<file path="config.mk">
export PLATFORM = sky130hd
export DESIGN_NAME = ahb_lite_cmd_master
export DESIGN_NICKNAME = d
export VERILOG_FILES = /design/src/rtl/ahb_lite_pkg.sv /design/src/rtl/ahb_lite_cmd_master.sv
export SDC_FILE = /design/constraint.sdc
export NUM_CORES = 1
export LEC_CHECK = 0
export ABC_AREA = 1
export CORE_MARGIN = 3
export CORE_UTILIZATION = 40
export DETAILED_ROUTE_END_ITERATION = 8
export MAX_ROUTING_LAYER = met4
export PLACE_DENSITY = 0.79
export REMOVE_ABC_BUFFERS = 1
export SLEW_MARGIN = 10
export SYNTH_ARGS = -nofsm -noshare
export SYNTH_HDL_FRONTEND = slang
export SYNTH_SLANG_ARGS = --single-unit
</file>
<file path="constraint.sdc">
create_clock -name HCLK -period 4 [get_ports HCLK]
set_clock_uncertainty 0.15 [all_clocks]
set_input_delay 1 -clock HCLK [delete_from_list [all_inputs] [get_ports HCLK]]
set_output_delay 1 -clock HCLK [all_outputs]
set_load 0.03 [all_outputs]
</file>
<file path="src/rtl/ahb_lite_pkg.sv">
// Shared AHB-Lite encodings: transfer types, burst types, sizes, responses,
// the command-master state encoding and a size-to-increment helper.
package ahb_lite_pkg;

    typedef enum logic [1:0] {
        HTRANS_IDLE   = 2'b00,
        HTRANS_BUSY   = 2'b01,
        HTRANS_NONSEQ = 2'b10,
        HTRANS_SEQ    = 2'b11
    } htrans_t;

    typedef enum logic [2:0] {
        HBURST_SINGLE = 3'b000,
        HBURST_INCR   = 3'b001,
        HBURST_WRAP4  = 3'b010,
        HBURST_INCR4  = 3'b011,
        HBURST_WRAP8  = 3'b100,
        HBURST_INCR8  = 3'b101,
        HBURST_WRAP16 = 3'b110,
        HBURST_INCR16 = 3'b111
    } hburst_t;

    localparam logic [2:0] HSIZE_BYTE = 3'b000;
    localparam logic [2:0] HSIZE_HALF = 3'b001;
    localparam logic [2:0] HSIZE_WORD = 3'b010;

    localparam logic HRESP_OKAY  = 1'b0;
    localparam logic HRESP_ERROR = 1'b1;

    typedef enum logic [1:0] {
        S_IDLE = 2'b00,
        S_ADDR = 2'b01,
        S_DATA = 2'b10,
        S_ERR  = 2'b11
    } cmd_state_t;

    // Address increment for one beat of the given HSIZE.
    function automatic logic [31:0] size_bytes(input logic [2:0] size);
        logic [31:0] inc;
        case (size)
            HSIZE_BYTE: inc = 32'd1;
            HSIZE_HALF: inc = 32'd2;
            HSIZE_WORD: inc = 32'd4;
            default:    inc = 32'd1 << size;
        endcase
        return inc;
    endfunction

endpackage

</file>
<file path="src/rtl/ahb_lite_cmd_master.sv">
// AHB-Lite single-master initiator: turns a command (addr/size/len/dir)
// into a SINGLE or INCR burst, with one address-phase slot and one
// data-phase slot in flight, wait-state handling and two-cycle ERROR
// handling that cancels the rest of the burst.
module ahb_lite_cmd_master
    import ahb_lite_pkg::*;
#(
    parameter int MAX_LEN = 16,
    parameter int LEN_W   = 5
) (
    input  logic             HCLK,
    input  logic             HRESETn,
    input  logic             cmd_valid,
    output logic             cmd_ready,
    input  logic [31:0]      cmd_addr,
    input  logic             cmd_write,
    input  logic [2:0]       cmd_size,
    input  logic [LEN_W-1:0] cmd_len,
    input  logic [31:0]      wdata_in,
    output logic             wdata_pop,
    output logic             rd_valid,
    output logic [31:0]      rd_data,
    output logic             done,
    output logic             err,
    output logic [31:0]      HADDR,
    output logic [1:0]       HTRANS,
    output logic             HWRITE,
    output logic [2:0]       HSIZE,
    output logic [2:0]       HBURST,
    output logic [3:0]       HPROT,
    output logic             HMASTLOCK,
    output logic [31:0]      HWDATA,
    input  logic [31:0]      HRDATA,
    input  logic             HREADY,
    input  logic             HRESP
);

    localparam logic [LEN_W-1:0] ONE_BEAT  = LEN_W'(1);
    localparam logic [LEN_W-1:0] MAX_BEATS = LEN_W'(MAX_LEN);

    cmd_state_t       state_r,     state_s;
    logic [31:0]      haddr_r,     haddr_s;
    htrans_t          htrans_r,    htrans_s;
    logic             hwrite_r,    hwrite_s;
    logic [2:0]       hsize_r,     hsize_s;
    hburst_t          hburst_r,    hburst_s;
    logic [31:0]      hwdata_r,    hwdata_s;
    logic [LEN_W-1:0] beats_r,     beats_s;   // beats not yet in the data phase
    logic             dphase_r,    dphase_s;  // a data phase is on the bus
    logic             dwrite_r,    dwrite_s;  // direction of that data phase
    logic             cmd_ready_r, cmd_ready_s;
    logic             rd_valid_r,  rd_valid_s;
    logic [31:0]      rd_data_r,   rd_data_s;
    logic             done_r,      done_s;
    logic             err_r,       err_s;
    logic             pop_s;
    logic [LEN_W-1:0] len_s;

    // Next-state, next-bus-output and strobe logic for the transfer pipeline.
    always_comb begin
        state_s    = state_r;
        haddr_s    = haddr_r;
        htrans_s   = htrans_r;
        hwrite_s   = hwrite_r;
        hsize_s    = hsize_r;
        hburst_s   = hburst_r;
        hwdata_s   = hwdata_r;
        beats_s    = beats_r;
        dphase_s   = dphase_r;
        dwrite_s   = dwrite_r;
        rd_valid_s = 1'b0;
        rd_data_s  = rd_data_r;
        done_s     = 1'b0;
        err_s      = 1'b0;
        pop_s      = 1'b0;
        len_s      = cmd_len;

        // Out-of-range lengths are clamped so the counter can never wrap.
        if (cmd_len == {LEN_W{1'b0}}) begin
            len_s = ONE_BEAT;
        end else if (cmd_len > MAX_BEATS) begin
            len_s = MAX_BEATS;
        end else begin
            len_s = cmd_len;
        end

        case (state_r)
            S_IDLE: begin
                if (cmd_valid) begin
                    state_s  = S_ADDR;
                    haddr_s  = cmd_addr;
                    htrans_s = HTRANS_NONSEQ;
                    hwrite_s = cmd_write;
                    hsize_s  = cmd_size;
                    hburst_s = (len_s == ONE_BEAT) ? HBURST_SINGLE : HBURST_INCR;
                    beats_s  = len_s;
                    dphase_s = 1'b0;
                end else begin
                    htrans_s = HTRANS_IDLE;
                end
            end

            S_ADDR, S_DATA: begin
                if (HREADY) begin
                    // Completing read data phase: capture the beat.
                    if (dphase_r && !dwrite_r && (HRESP == HRESP_OKAY)) begin
                        rd_valid_s = 1'b1;
                        rd_data_s  = HRDATA;
                    end else begin
                        rd_valid_s = 1'b0;
                    end

                    if (state_r == S_ADDR) begin
                        // Pending address phase moves into the data phase.
                        dphase_s = 1'b1;
                        dwrite_s = hwrite_r;
                        beats_s  = beats_r - ONE_BEAT;
                        if (hwrite_r) begin
                            hwdata_s = wdata_in;
                            pop_s    = 1'b1;
                        end else begin
                            pop_s    = 1'b0;
                        end
                        if (beats_r > ONE_BEAT) begin
                            haddr_s  = haddr_r + size_bytes(hsize_r);
                            htrans_s = HTRANS_SEQ;
                        end else begin
                            htrans_s = HTRANS_IDLE;
                            state_s  = S_DATA;
                        end
                    end else begin
                        // Last data phase done.
                        dphase_s = 1'b0;
                        done_s   = 1'b1;
                        err_s    = (HRESP == HRESP_ERROR);
                        state_s  = S_IDLE;
                    end
                end else if (dphase_r && (HRESP == HRESP_ERROR)) begin
                    // First ERROR cycle: withdraw any pending address phase.
                    htrans_s = HTRANS_IDLE;
                    state_s  = S_ERR;
                end else begin
                    state_s  = state_r;
                end
            end

            S_ERR: begin
                if (HREADY) begin
                    dphase_s = 1'b0;
                    done_s   = 1'b1;
                    err_s    = 1'b1;
                    state_s  = S_IDLE;
                end else begin
                    state_s  = S_ERR;
                end
            end

            default: begin
                state_s  = S_IDLE;
                htrans_s = HTRANS_IDLE;
                dphase_s = 1'b0;
            end
        endcase

        cmd_ready_s = (state_s == S_IDLE);
    end

    // State and registered-output update; async reset returns the bus to IDLE.
    always_ff @(posedge HCLK or negedge HRESETn) begin
        if (!HRESETn) begin
            state_r     <= S_IDLE;
            haddr_r     <= 32'd0;
            htrans_r    <= HTRANS_IDLE;
            hwrite_r    <= 1'b0;
            hsize_r     <= HSIZE_BYTE;
            hburst_r    <= HBURST_SINGLE;
            hwdata_r    <= 32'd0;
            beats_r     <= {LEN_W{1'b0}};
            dphase_r    <= 1'b0;
            dwrite_r    <= 1'b0;
            cmd_ready_r <= 1'b1;
            rd_valid_r  <= 1'b0;
            rd_data_r   <= 32'd0;
            done_r      <= 1'b0;
            err_r       <= 1'b0;
        end else begin
            state_r     <= state_s;
            haddr_r     <= haddr_s;
            htrans_r    <= htrans_s;
            hwrite_r    <= hwrite_s;
            hsize_r     <= hsize_s;
            hburst_r    <= hburst_s;
            hwdata_r    <= hwdata_s;
            beats_r     <= beats_s;
            dphase_r    <= dphase_s;
            dwrite_r    <= dwrite_s;
            cmd_ready_r <= cmd_ready_s;
            rd_valid_r  <= rd_valid_s;
            rd_data_r   <= rd_data_s;
            done_r      <= done_s;
            err_r       <= err_s;
        end
    end

    assign cmd_ready = cmd_ready_r;
    assign wdata_pop = pop_s;
    assign rd_valid  = rd_valid_r;
    assign rd_data   = rd_data_r;
    assign done      = done_r;
    assign err       = err_r;
    assign HADDR     = haddr_r;
    assign HTRANS    = htrans_r;
    assign HWRITE    = hwrite_r;
    assign HSIZE     = hsize_r;
    assign HBURST    = hburst_r;
    assign HWDATA    = hwdata_r;
    assign HPROT     = 4'b0011;
    assign HMASTLOCK = 1'b0;

endmodule

</file>
==> results of run 1 <==
-- worst max-delay path, delay by kind of cell --
family                 cells  cell delay [ns]
buffers and inverters      3             0.75
and+or+nand+nor            3             0.26
-- through the flow --
stage	utilization [%]	hold WS, ns
5_1_grt	60.08	0.3468
3_5_place_dp	56.34	0.3083
6_report	60.08	0.3211
4_1_cts	60.08	0.3257
2_1_floorplan	-	0.3246
3_3_place_gp	56.34	0.3044
-- state kept, by name (all words and copies together) (netlist names) --
signal / cells
HBURST: 1
dphase_r: 1
rd_valid: 1
cmd_ready: 1
dwrite_r: 1
done: 1
rd_data: 32
HSIZE: 3
HWRITE: 1
HADDR: 32
HWDATA: 32
HTRANS: 2
beats_r: 5
state_r: 2
err: 1
-- final cells by class --
| class | count | area share, % |
|---|---|---|
| repair buffers | 224 | 24.17 |
| clock buffers | 20 | 4.837 |
| well taps | 211 | 2.859 |
| clock inverters | 11 | 1.395 |
| flip-flops and latches | 116 | 31.45 |
| multi-input cells | 606 | 32.41 |
| inverters | 71 | 2.886 |
-- logic make-up (layout without fill, tap and decap cells) --
| kind of cell | count (synthesis) | after routing |
|---|---|---|
| compound gates | 59 | 59 |
| other cells | 2 | 7 |
| buf+inv | 104 | 326 |
| fa+ha+maj | 15 | 15 |
| flops | 116 | 116 |
| simple gates | 485 | 485 |
| xor+xnor | 7 | 7 |
| mux | 33 | 33 |
-- Yosys cell counts (9+ instances only) --
cell	n
ha_1	14
buf_2	12
a21oi_1	19
mux2_2	33
dfrtp_1	115
inv_1	70
nand2_1	305
o21ai_0	22
nor2_1	82
nand4_1	9
nor3_1	19
nand3_1	58
-- report_power, final --
part	internal (uW)	switching [uW]	total, uW
sequential	1760	487	2250
combinational	1870	2910	4780
clock	933	562	1490
total	4570	3960	8530
-- layer usage --
metal | track usage [%] | vias to the layer above | wire length (um)
met2 | 36.45 | 247 | 9164
met1 | 25.01 | 2772 | 7469
met4 | 6.593 | 0 | 284
met5 | - | - | 0
li1 | - | 3024 | -
met3 | 8.321 | 27 | 1527
-- path summary, 6_finish.rpt --
path,end,slack (ns),depth (start not counted)
hold reg to reg,rd_data[19]$_DFFE_PN0P_,0.32,2
max in group asynchronous,cmd_ready$_DFF_PN1_,2.40,2
min in group asynchronous,HWDATA[15]$_DFFE_PN0P_,0.49,1
setup / recovery,wdata_pop,0.84,6
setup reg to reg,rd_data[9]$_DFFE_PN0P_,1.25,8
hold / removal,rd_data[19]$_DFFE_PN0P_,0.32,2
==> flow_summary.yaml, run 1 <==
global_route:
  grtUsageTotal_pct: 22.04
  grt_pass1_wl_mm: 29.98
  grt_overflow: 0
  grt_pass1_vias: 6052
  grt_max_degree: 64
  antenna_found_initial: 0
placement:
  post_dp_cell_area_sq_um: 8660
  dp_hpwl_mm: 13.53
  io_buffers: 217
  dp_cells: 1228
  globalplace.congestion: 0.9214
  pre_cts_slack_ns: 0.8248
drt:
  drt_pass1_iterations: 5
  wire_per_inst_um: 14.65
  route.antenna.remaining_nets: 0
  wl_mm: 18.45
  drc_errors: 0
  via_per_inst: 4.821
  vias: 6070
  drtIter0Drc: 401
critical_path:
  slowest_delay_ns: 0.50
  crit_top_cell: "nand2_1"
  crit_required_ns: 2.85
  setup.worst_path.start: "HREADY"
  worstPathArrival_ns: 2.01
  crit_fanout: 3
  cp-start-kind: "primary input"
  rr_startpoint: "state_r[1]$_DFF_PN0_"
  crit_type: "in -> out"
  endpoint_kind: "output pin"
  worstPathCellList: "clkdlybuf4s50_1 > nand2_1 > inv_1 > nand2_1 > nor2_1 > buf_4"
  cpMaxStageDelayCell: "clkdlybuf4s50_1"
cts:
  numCtsBuffers: 17
  cts_sinks: 116
  path_clk_slew_ns: 0.06
  clockBufferDepth: 2
  post_cts_buffers: 0
  hold_buffers: 0
  cts-root-buf: "clkbuf_16"
  cts_tree: "done"
  ctsResizeCount: 0
  insertion_delay_ns: 0.42
  htreeDepth: 4
synthesis:
  ys_ff_latch: 116
  synth_async_sr_flop_share_pct: 100.0
  ys.flop_type: "dfrtp_1"
  netlist_instances: 821
  yosysTopAreaCell: "dfrtp_1"
  synth_top_area_share_pct: 45.43
  synth_top_family_by_area: "simple AND/OR/NAND/NOR gates"
  synth_compound_area_share_pct: 5.451
  ys_top_cells_by_area: "dfrtp_1 45%, nand2_1 18%, mux2_2 5.9%, nor2_1 4.9%, nand3_1 4.6%"
  synthXorXnorAreaFrac_pct: 0.9678
  synthAdderAreaFrac_pct: 3.081
  synth_cell_types: 39
  synth_edf_count: 0
  ys_seq_area_share_pct: 45.84
  syn_area_sq_um: 6335
  syn_area_per_cell_sq_um: 7.716
  synth_mux_area_share_pct: 5.866
  ys_warn_count: 0
  yosys.area_share.simple_pct: 31.42
floorplan:
  top_level_ports: 225
  start_util_pct: 41.21
  fp.dieH_um: 131.8
  coreArea_sq_um: 15370
  die_w_um: 131.8
  die-area_sq_um: 17380
  num_rows: 45
timing:
  finalCritPeriodShare_pct: 79.05
  setup_viol: 0
  fmax_ghz: 0.3163
  fin_setup_tns_ns: 0
  finalHoldViolCount: 0
  slew_viol_final: 0
  tightest_slew_ns: 0.9234
  rsz0062_at_grt: "false"
  fin_ws_ns: 0.8379
  slew_headroom_pct: 38.37
  fin_crit_ns: 3.162
finish:
  fin_area_sq_um: 9235
  nNetsFinal: 1161
  most-common-layout-cells: "305 x nand2_1, 215 x clkdlybuf4s50_1, 115 x dfrtp_1"
  antenna_cells: 0
  n_fill_cell: 1388
  final_common_cell: "nand2_1"
  multi_input_area_sq_um: 2993
  regArea_sq_um: 2904
  layoutNonFillerInstCount: 1259
  area_growth_pct: 45.78
  drive_gt1_share_pct: 8.111
hold_path:
  hp-class: "reg -> reg"
  hp-start: "rd_data[19]$_DFFE_PN0P_"
run:
  cap_viol_max_count: 0
pwr:
  ir_worst_vdd_v: 0.0004934
  p_per_area_nw_per_um2: 923.3
  p_total_uw: 8527
  p_leak_uw: 0.004376
run_status:
  status: "finished, final reports clean"
Power figures use the tool's default switching activity.
==> inputs of run 2 (changes only) <==
Clock period 4 ns to 3.13 ns, I/O delays scaled along.
==> run 2 against run 1 <==
  * Critical path depth shrank 1
  * Worst hold slack lost 0.13 ns
  * Register-to-register slack lost 0.71 ns
  * Worst setup slack lost 0.46 ns
  * Highest routed layer unchanged
  * Global-route usage grew 0.16 points
  * First-iteration DRC count grew 0.50%
  * Sequential power grew 28%
  * Clock power grew 36%
  * Core utilization grew 0.55 points
  * Routed wire length grew 0.69%
  * Via count grew 0.36%
==> flow_summary.yaml, run 2 (synthesis gave the netlist of run 1 again) <==
run_status:
  status: "finished, final reports clean"
placement:
  dp_hpwl_mm: 13.77
  pre_cts_slack_ns: 0.3805
  globalplace.congestion: 0.9655
  io_buffers: 217
critical_path:
  r2r_slack_ns: 0.54
  rr_startpoint: "HSIZE[0]$_DFFE_PN0P_"
  r2r_cells: 12
  r2r_end: "HADDR[16]$_DFFE_PN0P_"
  crit_fanout: 13
  crit_required_ns: 2.20
  cp-start-kind: "register"
  endpoint_kind: "output pin"
  crit_type: "reg -> out"
  worstPathArrival_ns: 1.82
cts:
  post_cts_buffers: 0
  ctsResizeCount: 0
  htreeDepth: 4
  cts_tree: "done"
  path_clk_slew_ns: 0.06
  hold_buffers: 0
  cts-root-buf: "clkbuf_16"
  numCtsBuffers: 17
  cts_sinks: 116
  insertion_delay_ns: 0.42
  clockBufferDepth: 2
timing:
  setup_viol: 0
  tightest_slew_ns: 0.5966
  rsz0062_at_grt: "false"
  fmax_ghz: 0.3633
  slew_viol_final: 0
  fin_crit_ns: 2.752
  finalCritPeriodShare_pct: 87.93
  fin_ws_ns: 0.3778
  slew_headroom_pct: 60.15
  finalHoldViolCount: 0
global_route:
  grt_max_degree: 53
  grt_pass1_wl_mm: 29.97
  grtUsageTotal_pct: 22.20
  grt_pass1_vias: 6109
  grt_overflow: 0
  antenna_found_initial: 0
finish:
  n_fill_cell: 1363
  nNetsFinal: 1167
  final_common_cell: "nand2_1"
  drive_gt1_share_pct: 8.815
  most-common-layout-cells: "305 x nand2_1, 215 x clkdlybuf4s50_1, 115 x dfrtp_1"
  antenna_cells: 0
  area_growth_pct: 47.13
floorplan:
  die_w_um: 131.8
  num_rows: 45
  coreArea_sq_um: 15370
  top_level_ports: 225
  die-area_sq_um: 17380
  fp.dieH_um: 131.8
  start_util_pct: 41.21
drt:
  vias: 6092
  drt_pass1_iterations: 5
  wl_mm: 18.57
  via_per_inst: 4.812
  wire_per_inst_um: 14.67
  drc_errors: 0
  drtIter0Drc: 403
  route.antenna.remaining_nets: 0
pwr:
  p_per_area_nw_per_um2: 1189
  p_leak_uw: 0.004426
  ir_worst_vdd_v: 0.0007128
  p_total_uw: 11080
hold_path:
  hp-class: "in -> async"
run:
  cap_viol_max_count: 0
==> run 2: through the flow <==
step           util, %  instances  hold slack (ns)  area [sq um]  setup TNS, ns
5_1_grt          60.63       1266           0.2067          9320              0
2_1_floorplan        -        793           0.3246          6161         -35.76
3_3_place_gp     56.63       1234           0.3031          8705              0
3_5_place_dp     56.63       1234           0.3076          8705              0
4_1_cts          60.63       1266           0.2037          9320              0
6_report         60.63       1266           0.1906          9320              0
==> run 2: worst max path at each step <==
stage | from | slack (ns) | end | cells past startpoint
2_1_floorplan | state_r[0]$_DFF_PN0_ | -0.64 | rd_data[0]$_DFFE_PN0P_ | 7
3_3_place_gp | HREADY | 0.37 | wdata_pop | 6
3_5_place_dp | HREADY | 0.38 | wdata_pop | 6
4_1_cts | state_r[1]$_DFF_PN0_ | 0.34 | wdata_pop | 5
5_1_grt | HSIZE[0]$_DFFE_PN0P_ | 0.16 | HADDR[20]$_DFFE_PN0P_ | 12
6_report | state_r[1]$_DFF_PN0_ | 0.38 | wdata_pop | 5
==> run 2: where the power goes <==
part           total, uW  switching [uW]  internal (uW)
Combinational       6170            3740           2430
Clock               2030             743           1290
Sequential          2880             632           2250
Total              11100            5110           5970
==> run 2: layout make-up <==
type | instances | area (sq um) | area share, %
clock buffer | 19 | 442.9 | 4.752
sequential | 116 | 2904 | 31.16
tap | 211 | 264.0 | 2.833
inverter | 71 | 266.5 | 2.859
timing repair buffer | 230 | 2277 | 24.43
clock inverter | 13 | 172.7 | 1.853
multi-input combinational | 606 | 2993 | 32.11
==> run 2: per-layer routing <==
layer | global-route usage (%) | share of wire [%] | vias up
met5 | - | 0 | -
met4 | 7.876 | 2.5 | 0
met3 | 8.779 | 8.2 | 34
met2 | 36.56 | 49 | 235
met1 | 24.56 | 41 | 2780
li1 | - | - | 3043
==> run 2: worst max-delay path, stage by stage, from the launching register on <==
cell	delay [ns]
dfrtp_1	0.42
inv_1	0.08
ha_2	0.48
inv_1	0.13
nor2_1	0.11
buf_4	0.17
==> patch 1: new RTL, settings of run 2 <==
Take the reset off `haddr_r`, `hwdata_r` and `rd_data_r` and load them in a clocked block of their own.
--- a/src/rtl/ahb_lite_cmd_master.sv
+++ b/src/rtl/ahb_lite_cmd_master.sv
@@ -169,37 +169,37 @@
     always_ff @(posedge HCLK or negedge HRESETn) begin
         if (!HRESETn) begin
             state_r     <= S_IDLE;
-            haddr_r     <= 32'd0;
             htrans_r    <= HTRANS_IDLE;
             hwrite_r    <= 1'b0;
             hsize_r     <= HSIZE_BYTE;
             hburst_r    <= HBURST_SINGLE;
-            hwdata_r    <= 32'd0;
             beats_r     <= {LEN_W{1'b0}};
             dphase_r    <= 1'b0;
             dwrite_r    <= 1'b0;
             cmd_ready_r <= 1'b1;
             rd_valid_r  <= 1'b0;
-            rd_data_r   <= 32'd0;
             done_r      <= 1'b0;
             err_r       <= 1'b0;
         end else begin
             state_r     <= state_s;
-            haddr_r     <= haddr_s;
             htrans_r    <= htrans_s;
             hwrite_r    <= hwrite_s;
             hsize_r     <= hsize_s;
             hburst_r    <= hburst_s;
-            hwdata_r    <= hwdata_s;
             beats_r     <= beats_s;
             dphase_r    <= dphase_s;
             dwrite_r    <= dwrite_s;
             cmd_ready_r <= cmd_ready_s;
             rd_valid_r  <= rd_valid_s;
-            rd_data_r   <= rd_data_s;
             done_r      <= done_s;
             err_r       <= err_s;
         end
+    end
+
+    always_ff @(posedge HCLK) begin
+        haddr_r   <= haddr_s;
+        hwdata_r  <= hwdata_s;
+        rd_data_r <= rd_data_s;
     end
 
     assign cmd_ready = cmd_ready_r;
Check against the original RTL: not equivalent (Yosys sat finds a counterexample within 4 cycles, from zero or initial values and one cycle with HRESETn low).
==> patch 1 against run 2 <==
Worst setup slack better by 0.030 ns; combinational power fell by 36%; synthesized area fell by 11%; cell area is 7.9% lower; count of clock-buffer cells in the layout is the same; sequential cell count did not move; total power decreased by 23%; routed wire length shrank 14%; critical endpoint unchanged; highest routed layer unchanged.
==> patch 1: results (changes against run 2) <==
stage,metric,value,unit,change
outcome,status,completed,,
layout,final net count,944,,-19%
power,Clk pwr share,20.9,%,+2.6 points
setup_path,worst r2r src,HSIZE[0]$_DFFE_PN0P_,,
global_routing,GR Util met2,35.97,%,-0.59 points
place,Inst Count DP,976,,-21%
setup_path,Reg-to-Reg End,HADDR[14]$_DFFE_PP_,,
setup_path,CP startpoint,state_r[0]$_DFF_PN0_,,
power,Comb pwr share,46.3,%,-9.4 points
logic_synthesis,synth cell count leaders,"nand2_1, edfxtp_1, inv_1, nand3_1, nor2_1",,
drt,via count of the routed design,4839,,-21%
logic_synthesis,Post-synth EDFFs,96,,+96
logic_synthesis,fraction of registers with async set/reset,17.24,%,-83 points
setup_path,R2R depth,10,,-2
global_routing,largest net degree at the start of global routing,42,,-21%
clock_tree,post_cts resized,0,,unchanged
drt,detailed-route wire length on metal 1,6314,microns,-16%
drt,initial drt markers,354,,-12%
setup_path,crit-path max FO,20,,+7
global_routing,M1 GR Usage,24.29,%,-0.27 points
place,GPL Wtd Cong,0.8973,,-7.1%
logic_synthesis,post-synthesis sequential area ratio,59.79,%,+14 points
drt,Met2 Wirelength,8533,microns,-5.4%
place,hpwl dp,12040,microns,-13%
global_routing,first-pass GRT wire length,24900,microns,-17%
logic_synthesis,top area cells in the synthesized netlist,"edfxtp_1, nand2_1, dfrtp_1",,
layout,layout cells sized above 1,7.572,%,-1.2 points
logic_synthesis,YS warnings,0,,unchanged
logic_synthesis,Mapped Avg Cell Area,9.643,sq um,+25%
power,peak supply drop,599.3,uV,-16%
drt,vias per cell,4.791,,-0.43%
drt,met3 WL,961,microns,-37%
clock_tree,Root Buffer,clkbuf_16,,
drt,Post-Route WL,16020,microns,-14%
place,"Cell Area, Placed",0.008030,sq mm,-7.7%
setup_path,"Arr. time, crit path",1.79,ns,-0.03 ns
power,P_leak,3.555,nW,-20%
timing,Min Hold Slack,0.3830,ns,+0.1924 ns
global_routing,GRT met3 Usage,6.013,%,-2.8 points
clock_tree,"Reg clk slew, reported paths",0.05,ns,
drt,first-pass detailed-route iteration total,5,,unchanged
power,Net Switching,3.633,mW,-29%
hold_path,Tightest Hold Check Type,reg2reg,,
logic_synthesis,post-synth cell types,37,,-5.1%
setup_path,r2r setup slk,0.55,ns,
global_routing,antenna violations before repair,1,,+1
global_routing,total track usage,21.20,%,-1.0 points
global_routing,vias in the first global route,4746,,-22%
setup_path,CP endpoint,wdata_pop,,
==> patch 1: changes by cell type after synthesis, sizes merged, moves of 4 or more <==
| cell | before | now |
|---|---|---|
| nand2 | 310 | 177 |
| dfrtp | 115 | 19 |
| edfxtp | 0 | 96 |
| nor2 | 82 | 42 |
| mux2 | 33 | 1 |
| nand3 | 59 | 45 |
| buf | 26 | 13 |
| a31oi | 2 | 8 |
| o21bai | 5 | 0 |
| inv | 71 | 75 |
==> patch 1: cells by family (layout without fill, tap and decap cells) <==
| family | count (synthesis) | in the layout | synth area share (%) |
|---|---|---|---|
| xor+xnor | 6 | 6 | 0.9284 |
| compound gates | 56 | 56 | 5.371 |
| buf+inv | 92 | 332 | 6.808 |
| mux | 1 | 1 | 0.1989 |
| flops | 116 | 116 | 59.79 |
| simple gates | 299 | 299 | 23.32 |
| fa+ha+maj | 15 | 15 | 3.448 |
| other cells | 2 | 9 | 0.1327 |
==> patch 1: per-stage QoR <==
stage / setup TNS, ns / total power [mW] / setup slack, ns
CTS: 0 / 8.587 / 0.3747
global route: 0 / 9.090 / 0.2866
detailed placement: 0 / 6.761 / 0.4708
finish: 0 / 8.525 / 0.4082
global placement: 0 / 6.687 / 0.4672
floorplan: -63.50 / 5.197 / -1.801
==> patch 1: worst max-delay path, stage by stage, from the launching register on <==
cell and delay [ns]:
dfrtp_1 0.39, inv_1 0.13, ha_1 0.27, inv_1 0.08, buf_4 0.24, nor2_1 0.08
buf_4 0.17
==> patch 1: layout make-up <==
cell class                      count  area (sq um)
Antenna cell                        2         5.005
Clock buffer                       19         432.9
Clock inverter                     13         111.4
Fill cell                        1130          4979
Inverter                           75         281.5
Multi-Input combinational cell    384          1914
Sequential cell                   116          3385
Tap cell                          176         220.2
Timing Repair Buffer              225          2230
==> patch 2: new RTL, flow settings as in run 2 <==
Made on the original files. The parameter `LEN_W` goes from 5 to 10.
--- a/src/rtl/ahb_lite_cmd_master.sv
+++ b/src/rtl/ahb_lite_cmd_master.sv
@@ -6,7 +6,7 @@
     import ahb_lite_pkg::*;
 #(
     parameter int MAX_LEN = 16,
-    parameter int LEN_W   = 5
+    parameter int LEN_W   = 10
 ) (
     input  logic             HCLK,
     input  logic             HRESETn,
Ports: changed (resized cmd_len); port bits go from 225 to 230. The function was not compared with the original's and may differ.
==> patch 2 against run 2 <==
Sequential cell count grew 5; worst setup slack gained 0.10 ns; synthesized area up 6.2%; cell count increased by 5.2%; global-route usage up 0.41 points; routed wire length rose by 5.9%; cell area is 4.5% higher; core utilization fell by 0.43 points; fmax grew 4.0%; register-to-register slack better by 0.03 ns; total power rose by 6.7%; largest power group unchanged.
==> patch 2: results (changes against run 2) <==
stage,metric,value,unit,change
layout,final net count,1233,,+5.7%
global_routing,total track usage,22.61,%,+0.41 points
global_routing,largest net degree at the start of global routing,45,,-15%
setup_path,Reg-to-Reg End,HADDR[18]$_DFFE_PN0P_,,
setup_path,crit-path max FO,2,,-11
layout,# diodes,0,,unchanged
drt,DR top layer,met4,,
outcome,status,completed,,
place,I/O Buffers,222,,+2.3%
setup_path,R2R depth,11,,-1
drt,Post-Route WL,19680,microns,+5.9%
global_routing,GR Util met2,37.86,%,+1.3 points
logic_synthesis,synth cell count leaders,"nand2_1, dfrtp_1, nor2_1, inv_1, nand3_1",,
logic_synthesis,YS warnings,0,,unchanged
global_routing,M1 GR Usage,26.94,%,+2.4 points
place,hpwl dp,14820,microns,+7.6%
logic_synthesis,Synth Area in Compound Gates,6.084,%,+0.63 points
logic_synthesis,multiplexer area fraction after synthesis,5.358,%,-0.51 points
drt,Met2 Wirelength,9727,microns,+7.8%
logic_synthesis,most common cell in the netlist,nand2_1,,
place,DP Worst Slack,0.4366,ns,+0.05606 ns
timing,Min Hold Slack,0.1870,ns,-0.003654 ns
clock_tree,post_cts resized,0,,unchanged
logic_synthesis,post-synthesis sequential area ratio,45.04,%,-0.80 points
hold_path,Tightest Hold Check Type,in2async,,
drt,met3 WL,1713,microns,+12%
global_routing,first-pass GRT wire length,32200,microns,+7.4%
layout,fillers,1465,,+7.5%
power,P_leak,4.640,nW,+4.8%
global_routing,vias in the first global route,6492,,+6.3%
setup_path,worst r2r src,HSIZE[0]$_DFFE_PN0P_,,
drt,detailed-route wire length on metal 1,8055,microns,+6.6%
logic_synthesis,Synth Area in XOR/XNOR,0.7814,%,-0.19 points
layout,layout cells sized above 1,9.409,%,+0.59 points
timing,Worst-Margin Slew,0.5208,ns,-0.07587 ns
setup_path,slowest CP cell,clkdlybuf4s50_1,,
clock_tree,Setup Buffers After CTS,0,,unchanged
power,peak supply drop,604.6,uV,-15%
clock_tree,CTS Buf Count,17,,unchanged
drt,vias per cell,4.926,,+2.4%
logic_synthesis,top area cells in the synthesized netlist,"dfrtp_1, nand2_1, mux2_2",,
place,"Cell Area, Placed",0.009138,sq mm,+5.0%
global_routing,GRT met3 Usage,6.575,%,-2.2 points
place,GPL Wtd Cong,0.9404,,-2.6%
setup_path,"Arr. time, crit path",1.71,ns,-0.11 ns
drt,initial drt markers,451,,+12%
logic_synthesis,Post-Synth Adder-Cell Area,2.902,%,-0.18 points
logic_synthesis,ys flop type,dfrtp_1,,
setup_path,Crit path largest cell delay,0.48,ns,about the same
logic_synthesis,post-synth cell types,40,,+2.6%
setup_path,r2r setup slk,0.57,ns,+0.03 ns
patch 2: changes by cell type in the layout (fill, tap and decap cells not counted), moves of 6 or more:
cell,change
a21oi_1,+11
nand3_1,+8
nor2_2,+8
inv_2,+6
nand3b_1,+6
o21ai_0,+6
patch 2: cell families after synthesis:
group | count (synthesis)
compound gates | 76
fa+ha+maj | 15
other cells | 2
flops | 121
xor+xnor | 6
mux | 32
buf+inv | 110
simple gates | 517
patch 2: layout make-up:
type	count	area, sq um	share of cell area [%]
multi-input cells	653	3224	33.11
flip-flops and latches	121	3029	31.11
repair buffers	233	2325	23.88
clock buffers	18	439.2	4.510
inverters	77	289.0	2.968
well taps	216	270.3	2.776
clock inverters	14	160.2	1.645
patch 2: where the power goes:
group          internal, mW  total, mW  leakage [nW]  switching [mW]
Clock                  1.21       1.99         0.293           0.781
Combinational          2.61       6.77          2.86            4.16
Sequential             2.35       3.05          1.48           0.703
patch 2: worst max path at each step:
stage,from,end,slack [ns],cells past startpoint
after global placement,HREADY,wdata_pop,0.48,6
after detailed placement,HREADY,HADDR[27]$_DFFE_PN0P_,0.44,11
final,HREADY,wdata_pop,0.48,6
after CTS,HREADY,wdata_pop,0.47,6
after floorplan,state_r[0]$_DFF_PN0_,wdata_pop,-0.73,4
after global routing,HSIZE[0]$_DFFE_PN0P_,HADDR[18]$_DFFE_PN0P_,0.31,11
patch 2: through the flow:
stage | power [mW] | instances
after floorplan | 7.223 | 851
after global placement | 9.710 | 1300
after detailed placement | 9.850 | 1300
after CTS | 11.90 | 1332
after global routing | 12.74 | 1332
final | 11.82 | 1332
patch 2: worst max-delay path, delay by kind of cell:
family        cells  cell delay (ns)
simple gates      3             0.20
buf+inv           3             0.72
